## src/rtl/fp_pkg.sv

```systemverilog
// Shared FSM state type, default field widths and exponent constants for the
// floating-point round/pack datapath.
package fp_pkg;

  typedef enum logic [1:0] {
    ST_IDLE,
    ST_NORM,
    ST_ROUND,
    ST_DONE
  } fp_state_t;

  localparam int FP_WIDTH     = 32;
  localparam int FP_EXPO_BITS = 8;
  localparam int FP_MANT_BITS = 23;

  function automatic int exp_bias(input int e);
    return (1 << (e - 1)) - 1;
  endfunction

  function automatic int exp_all_ones(input int e);
    return (1 << e) - 1;
  endfunction

  localparam int FP_BIAS     = exp_bias(FP_EXPO_BITS);
  localparam int FP_EXP_ONES = exp_all_ones(FP_EXPO_BITS);

endpackage

```

## src/rtl/fp_round_rne.sv

```systemverilog
// Round-to-nearest-even decision on a stored mantissa field; carry flags an
// overflow of the field into the hidden-bit position.
module fp_round_rne
  import fp_pkg::*;
#(
  parameter int mant_bits = FP_MANT_BITS
) (
  input  logic [mant_bits-1:0] frac,
  input  logic                 guard,
  input  logic                 sticky,
  output logic [mant_bits-1:0] frac_out,
  output logic                 carry
);

  logic               round_up;
  logic [mant_bits:0] sum;

  // Ties (guard set, nothing below) only round up when the lsb is odd.
  always_comb begin
    round_up = guard & (frac[0] | sticky);
    sum      = {1'b0, frac} + {{mant_bits{1'b0}}, round_up};
    frac_out = sum[mant_bits-1:0];
    carry    = sum[mant_bits];
  end

endmodule

```

## src/rtl/fp_round_pack.sv

```systemverilog
// Normalise, round (RNE) and pack a raw multiplier product into an IEEE word.
// Define FP_SUBNORMAL_EN to produce subnormals instead of flushing to zero.
module fp_round_pack
  import fp_pkg::*;
#(
  parameter int X         = FP_WIDTH,
  parameter int expo_bits = FP_EXPO_BITS,
  parameter int mant_bits = FP_MANT_BITS
) (
  input  logic                   clk,
  input  logic                   rst,
  input  logic                   in_valid,
  output logic                   in_ready,
  input  logic                   in_sign,
  input  logic [expo_bits+1:0]   in_exp,
  input  logic [2*mant_bits+1:0] in_mant,
  input  logic                   in_special,
  input  logic [X-1:0]           in_special_val,
  output logic [X-1:0]           out,
  output logic                   done,
  input  logic                   out_ready
);

  localparam int EW = expo_bits + 2;
  localparam int MW = 2 * mant_bits + 2;
  localparam int CW = $clog2(MW) + 1;
  localparam logic [CW-1:0]        STEP_LIMIT = CW'(2 * mant_bits + 1);
  localparam logic signed [EW-1:0] EXP_ONE    = EW'(1);
  localparam logic signed [EW-1:0] EXP_MAX    = EW'(exp_all_ones(expo_bits));

  function automatic logic [X-1:0] pack(input logic s,
                                        input logic [expo_bits-1:0] e,
                                        input logic [mant_bits-1:0] f);
    return X'({s, e, f});
  endfunction

  fp_state_t             state_q, state_d;
  logic                  sign_q, sign_d;
  logic signed [EW-1:0]  exp_q, exp_d;
  logic [MW-1:0]         mant_q, mant_d;
  logic                  sticky_q, sticky_d;
  logic [CW-1:0]         cnt_q, cnt_d;
  logic [X-1:0]          out_q, out_d;

  logic                  need_right;
  logic                  flush;
  logic                  sticky_bit;
  logic [mant_bits-1:0]  rne_frac;
  logic                  rne_carry;
  logic                  lead_r;
  logic signed [EW-1:0]  exp_r;

`ifdef FP_SUBNORMAL_EN
  // Below the normal range, denormalise rightwards until the exponent is 1.
  assign need_right = mant_q[MW-1] | (exp_q < EXP_ONE);
  assign flush      = 1'b0;
`else
  assign need_right = mant_q[MW-1];
  assign flush      = (exp_q < EXP_ONE) | ((exp_q == EXP_ONE) & ~mant_q[2*mant_bits]);
`endif

  assign sticky_bit = (|mant_q[mant_bits-2:0]) | sticky_q;

  fp_round_rne #(
    .mant_bits(mant_bits)
  ) u_rne (
    .frac     (mant_q[2*mant_bits-1:mant_bits]),
    .guard    (mant_q[mant_bits-1]),
    .sticky   (sticky_bit),
    .frac_out (rne_frac),
    .carry    (rne_carry)
  );

  // A carry into a subnormal promotes it to exponent 1, which exp_q already is.
  assign lead_r = mant_q[2*mant_bits] | rne_carry;
  assign exp_r  = (rne_carry & mant_q[2*mant_bits]) ? exp_q + EXP_ONE : exp_q;

  // Next-state and datapath updates for every FSM state.
  always_comb begin
    state_d  = state_q;
    sign_d   = sign_q;
    exp_d    = exp_q;
    mant_d   = mant_q;
    sticky_d = sticky_q;
    cnt_d    = cnt_q;
    out_d    = out_q;
    unique case (state_q)
      ST_IDLE: begin
        if (in_valid) begin
          sign_d   = in_sign;
          exp_d    = $signed(in_exp);
          mant_d   = in_mant;
          sticky_d = 1'b0;
          cnt_d    = '0;
          if (in_special) begin
            out_d   = in_special_val;
            state_d = ST_DONE;
          end else if (in_mant == '0) begin
            out_d   = pack(in_sign, '0, '0);
            state_d = ST_DONE;
          end else begin
            state_d = ST_NORM;
          end
        end
      end
      ST_NORM: begin
        if ((cnt_q != STEP_LIMIT) && need_right) begin
          mant_d   = mant_q >> 1;
          exp_d    = exp_q + EXP_ONE;
          sticky_d = sticky_q | mant_q[0];
          cnt_d    = cnt_q + CW'(1);
        end else if ((cnt_q != STEP_LIMIT) && !mant_q[2*mant_bits] && (exp_q > EXP_ONE)) begin
          mant_d = mant_q << 1;
          exp_d  = exp_q - EXP_ONE;
          cnt_d  = cnt_q + CW'(1);
        end else begin
          state_d = ST_ROUND;
        end
      end
      ST_ROUND: begin
        if (flush)
          out_d = pack(sign_q, '0, '0);
        else if (exp_r >= EXP_MAX)
          out_d = pack(sign_q, '1, '0);
        else if (!lead_r || (exp_r < EXP_ONE))
          out_d = pack(sign_q, '0, rne_frac);
        else
          out_d = pack(sign_q, exp_r[expo_bits-1:0], rne_frac);
        state_d = ST_DONE;
      end
      ST_DONE: begin
        if (out_ready)
          state_d = ST_IDLE;
      end
      default: state_d = ST_IDLE;
    endcase
  end

  // Reset discards any in-flight operation and clears the visible result.
  always_ff @(posedge clk) begin
    if (rst) begin
      state_q  <= ST_IDLE;
      sign_q   <= 1'b0;
      exp_q    <= '0;
      mant_q   <= '0;
      sticky_q <= 1'b0;
      cnt_q    <= '0;
      out_q    <= '0;
    end else begin
      state_q  <= state_d;
      sign_q   <= sign_d;
      exp_q    <= exp_d;
      mant_q   <= mant_d;
      sticky_q <= sticky_d;
      cnt_q    <= cnt_d;
      out_q    <= out_d;
    end
  end

  assign in_ready = (state_q == ST_IDLE);
  assign done     = (state_q == ST_DONE);
  assign out      = out_q;

endmodule

```

## config.mk

```make
export PLATFORM = sky130hd
export DESIGN_NAME = fp_round_pack
export DESIGN_NICKNAME = d
export VERILOG_FILES = /design/src/rtl/fp_pkg.sv /design/src/rtl/fp_round_rne.sv /design/src/rtl/fp_round_pack.sv
export SDC_FILE = /design/constraint.sdc
export NUM_CORES = 1
export LEC_CHECK = 0
export ABC_CLOCK_PERIOD_IN_PS = 3500
export BUFFER_PORTS_ARGS = -buffer_cell sky130_fd_sc_hd__buf_4
export CAP_MARGIN = 20
export CELL_PAD_IN_SITES_DETAIL_PLACEMENT = 2
export CELL_PAD_IN_SITES_GLOBAL_PLACEMENT = 2
export CORE_MARGIN = 5
export CORE_UTILIZATION = 31
export DETAILED_ROUTE_END_ITERATION = 12
export PLACE_DENSITY = 0.89
export SKIP_LAST_GASP = 1
export SLEW_MARGIN = 20
export SYNTH_ARGS = -nofsm -noshare
export SYNTH_HDL_FRONTEND = slang
export SYNTH_SLANG_ARGS = --single-unit
```

## constraint.sdc

```tcl
create_clock -name clk -period 3.5 [get_ports clk]
set_input_delay 0.175 -clock clk [delete_from_list [all_inputs] [get_ports clk]]
set_output_delay 0.175 -clock clk [all_outputs]
set_load 0.01 [all_outputs]
```

Yosys cells after proc, flatten, opt, wreduce, memory -nomap -nowiden:

Index checks and enable logic that the tools add are counted.
Widths: inputs -> output; s select.

* bits in registers: 101
* input port bits: 96
* word-level logic and storage cells: 82

* $add $sub $neg: 4
* $lt $le $gt $ge: 4
* equal/unequal tests: 12
* multiplexer cells: 30
* bitwise operators: 9
* reductions and logical operators: 16

Operator list (number)
* $mux 48: 3
* $mux 32: 3
* $pmux 48 s2: 1
* $mux 31: 3
* $pmux 32 s2: 1
* $logic_not 48->1: 1
* $mux 10: 4
* $add 23x1->24: 1
* $reduce_or 22->1: 1
* $mux 7: 3
* $lt 10x2->1 const B: 2
* $pmux 10 s2: 1
* $pmux 7 s2: 1
* $mux 2: 6
* $add 10x2->10 const B: 1
* $eq 10x2->1 const B: 1
* $ge 10x9->1 const B: 1
* $gt 10x2->1 const B: 1
* $sub 10x2->10 const B: 1
* $reduce_and 3->1: 3
* $ne 2x2->1 const B: 4
* $pmux 2 s4: 1
* $add 7x1->7 const B: 1
* $ne 7x6->1 const B: 1
* 17 further kinds: 29

Logic depth before layout (Yosys ltp):

* depth after elaboration: 13
* depth in mapped cells: 11
* mapped depth without buffers: 9

Hierarchy:

From an unflattened synthesis, not the netlist that was laid out.

* cells, all modules: 914
* area total of the unflattened synthesis: 6945.4 um^2

By module, submodules not included
* fp_round_pack: instances 1, cells each 843, area each 6448.7 um^2, seq. area each 2021.9 um^2
* fp_round_rne: instances 1, cells each 71, area each 496.7 um^2, seq. area each 0.0 um^2

Worst setup path after synthesis:

No wires, ideal clock.

* kind: register to register
* from: register mant_q[35]
* to: register out_q[4] (netlist: out[4])
* arrival: 2432 ps
* data required time: 3368 ps
* slack: 935 ps
* cell stages (with the launch flop): 10
* cells stage by stage: dfxtp_1 buf_2 nand4_2 or4_1 buf_2 or4_4 a211o_2 buf_6 a22oi_1 a21oi_1

* word-level cells in the longest chain between the ends: 7

RTL lines
* start: declaration: line fp_round_pack.sv:40 `logic [MW-1:0] mant_q, mant_d;`
* start signal: assignment: line fp_round_pack.sv:153 `mant_q <= mant_d;`
* $add 23x1->24: line fp_round_rne.sv:21 `sum = {1'b0, frac} + {{mant_bits{1'b0}}, round_up};`
* $and 1x1->1: line fp_round_pack.sv:76 `assign exp_r = (rne_carry & mant_q[2*mant_bits]) ? exp_q + EXP_ONE : exp_q;`
* $mux 10: line fp_round_pack.sv:76
* $ge 10x9->1: line fp_round_pack.sv:123 `else if (exp_r >= EXP_MAX)`
* $mux 31: line fp_round_pack.sv:123
* $mux 31: line fp_round_pack.sv:121 `if (flush)`
* $pmux 32 s2: line fp_round_pack.sv:87 `unique case (state_q)`
* end signal: assignment: line fp_round_pack.sv:156 `out_q <= out_d;`
* end: declaration: line fp_round_pack.sv:43 `logic [X-1:0] out_q, out_d;`

Every way passes these cells.
A chain may end at the register's enable or synchronous reset.

Worst setup path after layout:

* from: register exp_q[2]
* to: register out_q[21] (netlist: out[21])

* word-level cells in the longest chain between the ends: 6
* elaborated cells on any way between the ends: 10
* those cells by class: add/sub (1); order compare (2); eq/ne (1); mux (4); bitwise (2)

RTL lines
* start: declaration: line fp_round_pack.sv:39 `logic signed [EW-1:0] exp_q, exp_d;`
* start signal: assignment: line fp_round_pack.sv:152 `exp_q <= exp_d;`
* $add 10x2->10: line fp_round_pack.sv:76
* $mux 10: line fp_round_pack.sv:76
* $ge 10x9->1: line fp_round_pack.sv:123
* $mux 31: line fp_round_pack.sv:123
* $mux 31 (*): line fp_round_pack.sv:121
* $pmux 32 s2 (*): line fp_round_pack.sv:87

Mark *: on every way between the ends. The rest lies on a longest branch, timed or not.

==> metrics.cfg <==
[placed_design]
dpl-instance-area_um2=7720
portBuffers=129
globalplace.congestion=0.889
detailed_place_hpwl_mm=19.3

[logic_synthesis]
netlist_area_um2=6470
synth_common_cells=nand2_1 (184), dfxtp_1 (101), nor2_1 (83), a21oi_1 (80), clkbuf_1 (65)
synthDistinctLibCells=56
yosys_warnings=0
syn_area_per_cell_um2=7.24
yosysTopAreaCell=dfxtp_1
synthTopCellsByArea=dfxtp_1 (31%), nand2_1 (11%), a311o_1 (6.5%)
syn_nets=999
async_flop_share_pct=0
yosysSeqAreaShare_pct=31.2
yosysTopAreaCellShare_pct=31.2
synth_seq_cells=101
ys.flop_type=dfxtp_1
synth_edf_count=0
synth_most_common_cell=nand2_1
synth_cells=894

[clock_tree]
holdBufCountCts=0
insertion_delay_ns=0.36
cts.clk_slew.worst_paths_ns=0.08
cts_buffers=9
numClockSinks=101
htree_levels=3
cts_resized=0
cts-root-buf=clkbuf_16
cts.path.max_buffers=2
post-cts-setup-buffers=0
cts_tree=yes

[sta]
finClkSkew_ns=0.00940
relSlewSlack_pct=46.1
setup_viol_count_final=0
min_period_ns=3.20
fmax_mhz=312
hold_viol_final=0
post-route-period-util_pct=91.5
rsz0062_at_grt=no
slew_violations=0
worst_hold_slack_ns=0.0961
fin_tns_setup_ns=0
worst_pin_slew_ns=0.808

[power_and_ir_drop]
vdd_drop_max_mv=0.382
p_leak_nw=2.91
powerDensity_nw_per_um2=972

[global_route]
grt_pass1_vias=7699
grt-ovfl-total=0
grt.total_usage_pct=22.0
grt_max_degree=72
antenna_found_initial=0
grt_pass1_wl_mm=43.0

[worst_setup_path]
cp-end-kind=flip-flop
path_class=flip-flop to flip-flop
reg2reg_setup_slack_ns=0.30
crit_required_ns=3.72
start_kind=flip-flop
r2r_cells=6
crit_end=out[21]
startpoint=exp_q[2]
worstPathArrival_ns=3.42
crit_fanout=20
r2r-start=exp_q[2]
reg2reg_to=out[21]

[cells_and_area]
fillCellCount=2448
area_growth_pct=23.7
nNetsFinal=1087
layout-drive-gt1-share_pct=21.5
design_area_um2=8010
antennaDiodeCount=0

[floorplan]
pin_count=130
start_util_pct=31.7
dieArea_um2=23900
rows=52
core-area_um2=20400
chipHeight_um=155
die_x_um=155

[drt]
drc=0
drtIter0Drc=387
avgViaCountPerCell=5.72
drt-pass1-iter-count=5
drt-total-wl_mm=26.9
dr_total_vias=7195
ant_nets=0
wl_per_cell_um=21.4

[hold_path]
holdPathStages=3
hold_class=input pin to flip-flop

[flow_run]
max_cap_viol_count=0

[outcome]
outcome=finished clean

==> sequential cells by signal, summed over array words and instances (netlist names) <==
register,count
mant_q,48
state_q,2
out,32
sticky_q,1
exp_q,10
cnt_q,7
sign_q,1
==> worst min path at each step <==
stage / start / to
2_1_floorplan: in_sign / sign_q
3_3_place_gp: mant_q[47] / mant_q[47]
3_5_place_dp: sign_q / sign_q
4_1_cts: in_special_val[15] / out[15]
5_1_grt: in_special_val[5] / out[5]
6_report: in_special_val[3] / out[3]
==> cells in the final DEF (no fill, tap or decap), types with 7 or more instances in the layout <==
| master | n |
|---|---|
| a22oi_2 | 9 |
| nor2_1 | 82 |
| inv_1 | 15 |
| nand4_1 | 18 |
| a31oi_1 | 14 |
| nand2_1 | 184 |
| a311o_1 | 42 |
| xnor2_1 | 16 |
| nor4_1 | 23 |
| dfxtp_1 | 101 |
| a21oi_1 | 79 |
| mux2i_1 | 12 |
| and3_1 | 7 |
| ha_1 | 8 |
| nand3_1 | 17 |
| buf_4 | 161 |
| xor2_1 | 19 |
| clkbuf_16 | 9 |
| nor3_1 | 26 |
| a22oi_1 | 23 |
| o21ai_0 | 36 |
==> cells by family after synthesis <==
| family | after synthesis | share of synthesized area [%] |
|---|---|---|
| and+or+nand+nor | 393 | 27.6 |
| AOI/OAI and AO/OA | 238 | 25.5 |
| DFF | 101 | 31.2 |
| buffers and inverters | 100 | 6.32 |
| xor gates and xnor gates | 35 | 4.74 |
| muxes | 18 | 2.90 |
| adders and majority gates | 9 | 1.74 |
==> worst max-delay path: stages, from the launching register on <==
cell and delay (ns):
dfxtp_1 0.63, nand3_1 0.33, or4_1 0.66, or4_4 0.56, a211o_2 0.55, a22oi_1 0.23, a21oi_1 0.09
==> cell type report <==
type	count	area, µm²	share of cell area (%)
sequential	101	2020	25.3
clock inverter	6	48.8	0.609
tap	270	338	4.22
multi-input combinational	693	4080	51.0
timing repair buffer	162	1230	15.3
inverter	15	56.3	0.703
clock buffer	10	229	2.86
==> routing by layer <==
| layer | vias up | GRT usage (%) | part of all wire (%) | routed length [µm] |
|---|---|---|---|---|
| met5 | - | 0 | 0 | 0 |
| met3 | 23 | 3.66 | 4.7 | 1270 |
| met4 | 0 | 4.04 | 1.1 | 301 |
| met2 | 176 | 37.5 | 49 | 13100 |
| met1 | 3615 | 29.6 | 46 | 12300 |
| li1 | 3381 | - | - | - |
==> through the flow <==
stage	utilization [%]	worst slack [ns]	instances	power, mW
final	39.2	0.297	1257	7.78
after global routing	39.2	0.123	1257	8.37
after CTS	39.2	0.328	1257	7.81
after detailed placement	37.8	0.419	1241	6.72
after global placement	37.8	0.493	1241	6.48
after floorplan	-	0.935	894	5.08
==> where the power goes <==
group          internal [mW]  switching, mW  leakage [nW]
Combinational           1.78           2.79          1.95
Clock                  0.491          0.507         0.131
Sequential              1.66          0.560         0.830
Power figures use the tool's default switching activity.
